`config.mk`:
```
export PLATFORM = sky130hd
export DESIGN_NAME = game_countdown_timer
export DESIGN_NICKNAME = d
export VERILOG_FILES = /design/src/rtl/game_countdown_timer.sv
export SDC_FILE = /design/constraint.sdc
export NUM_CORES = 1
export LEC_CHECK = 0
export BUFFER_PORTS_ARGS = -buffer_cell sky130_fd_sc_hd__clkbuf_2
export CAP_MARGIN = 20
export CORE_ASPECT_RATIO = 0.75
export CORE_MARGIN = 2
export CORE_UTILIZATION = 55
export CTS_CLUSTER_DIAMETER = 50
export DETAILED_ROUTE_END_ITERATION = 7
export HOLD_SLACK_MARGIN = 0.15
export PLACE_DENSITY_LB_ADDON = 0.1
export SLEW_MARGIN = 10
export SYNTH_ARGS = -nofsm -noshare
export SYNTH_HDL_FRONTEND = slang
export SYNTH_SLANG_ARGS = --single-unit
export TNS_END_PERCENT = 100
```
`constraint.sdc`:
```
create_clock -name clk -period 3.9 [get_ports clk]
set_clock_uncertainty 0.2 [all_clocks]
set_input_delay 0.78 -clock clk [delete_from_list [all_inputs] [get_ports clk]]
set_output_delay 0.78 -clock clk [all_outputs]
set_load 0.02 [all_outputs]
```
`src/rtl/game_countdown_timer.sv`:
```
// Level-scaled countdown timer: a prescaler divides clk into ticks that count time_left down to
// expiry, with saturating bonus time, pause hold and restart on start.
module game_countdown_timer #(
    parameter int CNT_W       = 4,
    parameter int PRESC_W     = 8,
    parameter int START_VAL   = 3,
    parameter int BASE_PERIOD = 4,
    parameter int LVL_W       = 2,
    parameter int BONUS_VAL   = 2
) (
    input  logic             clk,
    input  logic             reset,
    input  logic             start,
    input  logic             pause,
    input  logic             wait_en,
    input  logic [LVL_W-1:0] level,
    input  logic             bonus,
    output logic [CNT_W-1:0] time_left,
    output logic             tick,
    output logic             expire_pulse,
    output logic             expired,
    output logic             running
);

    typedef enum logic [1:0] {
        S_IDLE,
        S_RUN,
        S_PAUSED,
        S_EXPIRED
    } state_t;

    localparam logic [31:0] TL_MAX = (32'd1 << CNT_W) - 32'd1;

    state_t             state_q, state_d;
    logic [CNT_W-1:0]   time_left_q, time_left_d;
    logic [PRESC_W-1:0] presc_q, presc_d;
    logic               tick_q, tick_d;
    logic               expire_pulse_q, expire_pulse_d;

    logic [PRESC_W-1:0] base_period;
    logic [PRESC_W-1:0] shifted_period;
    logic [PRESC_W-1:0] period;
    logic               wrap;
    logic               dec;
    logic [31:0]        net;

    // Shifting the base period right can reach zero; that clamps to one tick per enabled cycle.
    assign base_period    = PRESC_W'(BASE_PERIOD);
    assign shifted_period = base_period >> level;
    assign period         = (shifted_period == '0) ? PRESC_W'(1) : shifted_period;
    assign wrap           = (presc_q >= (period - PRESC_W'(1)));

    always_comb begin
        state_d        = state_q;
        time_left_d    = time_left_q;
        presc_d        = presc_q;
        tick_d         = 1'b0;
        expire_pulse_d = 1'b0;
        dec            = 1'b0;
        net            = 32'(time_left_q);

        if (start) begin
            presc_d     = '0;
            time_left_d = CNT_W'(START_VAL);
            if (START_VAL == 0) begin
                state_d        = S_EXPIRED;
                expire_pulse_d = 1'b1;
            end else begin
                state_d = S_RUN;
            end
        end else begin
            case (state_q)
                S_RUN, S_PAUSED: begin
                    if (pause) begin
                        state_d = S_PAUSED;
                    end else begin
                        state_d = S_RUN;
                        if (wait_en) begin
                            if (wrap) begin
                                presc_d = '0;
                                tick_d  = 1'b1;
                                dec     = 1'b1;
                            end else begin
                                presc_d = presc_q + PRESC_W'(1);
                            end
                        end
                    end

                    // Bonus and decrement combine into one net update, saturating at the top.
                    if (bonus) begin
                        net = net + 32'(BONUS_VAL);
                    end
                    if (dec && (net != 32'd0)) begin
                        net = net - 32'd1;
                    end
                    if (net > TL_MAX) begin
                        net = TL_MAX;
                    end
                    time_left_d = net[CNT_W-1:0];

                    if (dec && (net == 32'd0)) begin
                        state_d        = S_EXPIRED;
                        expire_pulse_d = 1'b1;
                    end
                end
                default: begin
                end
            endcase
        end
    end

    always_ff @(posedge clk) begin
        if (!reset) begin
            state_q        <= S_IDLE;
            time_left_q    <= '0;
            presc_q        <= '0;
            tick_q         <= 1'b0;
            expire_pulse_q <= 1'b0;
        end else begin
            state_q        <= state_d;
            time_left_q    <= time_left_d;
            presc_q        <= presc_d;
            tick_q         <= tick_d;
            expire_pulse_q <= expire_pulse_d;
        end
    end

    assign time_left    = time_left_q;
    assign tick         = tick_q;
    assign expire_pulse = expire_pulse_q;
    assign expired      = (state_q == S_EXPIRED);
    assign running      = (state_q == S_RUN);

endmodule

```
==> flow_summary.yaml <==
status:
  run_status: "complete, no violations"
sta:
  timing.fmax_mhz: 329
  tightest_slew_ps: 464
  setup_tns_ps: 0
  rsz0062_at_grt: "no"
  slew_violations: 0
  worst_hold_slack_ps: 298
  setup_viol: 0
  slew_headroom_pct: 69.1
  hold_viol_final: 0
  worst_slack_ps: 857
  period_minus_slack_ps: 3040
  fin_crit_sh_pct: 78.0
critical_path:
  reg2reg_to: "time_left[0]"
  setup.worst_path.end_class: "flip-flop"
  start_kind: "flip-flop"
  reg2regPathDepth: 8
  worstSetupPathType: "reg2reg"
  critPathMaxFanout: 8
  worstSetupEndpoint: "time_left[0]"
  crit_arrival_ps: 3040
  rr_startpoint: "time_left[1]"
  required_ps: 3900
  cp-startpoint: "time_left[1]"
  rrSetupSlack_ps: 860
synthesis:
  async_flop_share_pct: 0
  synth_ff_type: "dfxtp_1"
  ys_warn_count: 0
  ys_seq_elements: 16
  synth_top_area_cell: "dfxtp_1"
  synth_commonest_cells: "dfxtp_1, ha_1, nand2_1, nor2_1, a21oi_1"
  synth.most_common_cell: "dfxtp_1"
  ys_types: 43
  syn_area_mm2: 0.00105
  synth.avg_cell_area_um2: 8.68
  yosysSeqAreaShare_pct: 30.5
  synth_top_cell_area_share_pct: 30.5
  synth_edf_count: 0
  synth_area_leaders: "dfxtp_1, ha_1, nand2b_1, a21oi_1, xnor2_1"
  synth_fp_nets: 138
  syn_inst: 121
detailed_routing:
  post_drt_wl_per_cell_um: 14.7
  vias_per_cell: 5.89
  drt_first_iter_violations: 17
  ant_nets: 0
  drt-total-wl_mm: 2.34
  drc: 0
  via_count: 936
  first_pass_iters: 4
clock_network:
  htree_num_levels: 1
  numCtsBuffers: 3
  cts_tree: "built"
  ctsResizeCount: 0
  clock-sinks: 16
  holdBufCountCts: 0
  cts_buffer_depth: 2
  post_cts_buffers: 0
  worstSkewPairLatency_ps: 300
  clock-root-buffer: "clkbuf_4"
  clk_pin_slew_ps: 90
die:
  die_area_mm2: 0.00228
  dieWidth_um: 54.4
  ios: 16
  num_rows: 13
  start_util_pct: 59.2
  die_h_um: 41.8
  core_area_mm2: 0.00177
final_layout:
  final.fill_count: 150
  multi_input_area_um2: 684
  drive_above_1_share_pct: 17.5
  area_delta_synth_final_pct: 11.1
  final-seq-area_um2: 320
  final_nets: 155
  design_area_mm2: 0.00117
  diodes: 0
global_routing:
  grt_max_degree: 16
  grt_overflow: 0
  grtUsageTotal_pct: 24.2
  first_global_vias: 890
  grt_pass1_wl_mm: 3.96
  antenna_found_initial: 0
power_and_ir_drop:
  p_sw_w: 0.000124
  comb_power_share_pct: 26.0
  intPower_w: 0.000268
  ir_drop_v: 0.000201
  p_total_w: 0.000391
  power_density_mw_per_mm2: 335
  p_leak_nw: 0.494
  p_seq_share_pct: 45.2
  switching_share_pct: 31.6
  clock_power_share_pct: 28.8
placed_design:
  io_buffers: 15
  place.gp.congestion: 0.935
  postPlaceCellArea_mm2: 0.00113
  dp.final_hpwl_mm: 1.75
  pre_cts_ws_ps: 705
worst_hold_path:
  hp-class: "reg2reg"
job:
  cap_violations: 0
worst min path at each step:
stage	from	slack [ps]	endpoint	depth (start not counted)
finish	presc_q[7]	300	presc_q[7]	2
global placement	presc_q[7]	270	presc_q[7]	2
CTS	presc_q[7]	300	presc_q[7]	2
detailed placement	presc_q[7]	280	presc_q[7]	2
floorplan	presc_q[7]	240	presc_q[7]	2
global route	presc_q[7]	340	presc_q[7]	2
metal layers:
layer | up-vias | share of wire (%) | wire length, um | global-route usage [%]
met2 | 35 | 42 | 995 | 33.3
met3 | 5 | 6.9 | 161 | 6.47
met4 | 0 | 2.0 | 47 | 10.5
li1 | 472 | - | - | -
met1 | 424 | 49 | 1140 | 35.0
met5 | - | 0 | 0 | 0
flip-flops by register name, summed over array words and instances (netlist names):
| register | count |
|---|---|
| expire_pulse | 1 |
| presc_q | 8 |
| state_q | 2 |
| tick | 1 |
| time_left | 4 |
power by group through the flow:
| stage | clock network (W) | registers, W | logic [W] |
|---|---|---|---|
| 5_1_grt | 0.000121 | 0.000178 | 0.000114 |
| 3_5_place_dp | 0 | 0.000180 | 0.0000989 |
| 6_report | 0.000113 | 0.000177 | 0.000102 |
| 3_3_place_gp | 0 | 0.000180 | 0.0000958 |
| 4_1_cts | 0.000113 | 0.000177 | 0.000101 |
| 2_1_floorplan | 0 | 0.000183 | 0.0000732 |
logic make-up after synthesis:
| group | share of synthesized area [%] |
|---|---|
| simple gates | 30.3 |
| compound gates | 15.6 |
| flops | 30.5 |
| buf+inv | 4.29 |
| fa+ha+maj | 10.7 |
| xor+xnor | 6.67 |
| mux | 1.91 |
worst max-delay path, stage by stage, from the launching register on:
cell,delay (ps)
dfxtp_1,520
ha_1,320
or4b_1,510
a31oi_1,210
ha_1,180
nand2b_1,70
nor4_1,330
or4b_1,460
o311a_1,130
per-stage QoR:
stage / utilization, % / instances
floorplan: - / 121
finish: 65.8 / 159
global placement: 63.7 / 155
detailed placement: 63.7 / 155
CTS: 65.8 / 159
global route: 65.8 / 159
cell type report:
class                   instances  area share, %
multi-input cells              96           58.7
flip-flops and latches         16           27.5
repair buffers                 15           6.44
clock buffers                   4           3.11
well taps                      22           2.36
inverters                       6           1.93
cell usage in the layout (no fill, tap or decap), drive strengths merged, types with 4 or more instances in the layout:
cell / synthesis / final
inv: 6 / 6
dfxtp: 16 / 16
nand2b: 6 / 6
a21oi: 7 / 7
nand2: 9 / 9
a31oi: 4 / 4
xor2: 4 / 4
ha: 9 / 9
xnor2: 4 / 4
nor2: 9 / 9
clkbuf: 1 / 19
Note: power is estimated with default switching activity, not from simulation.
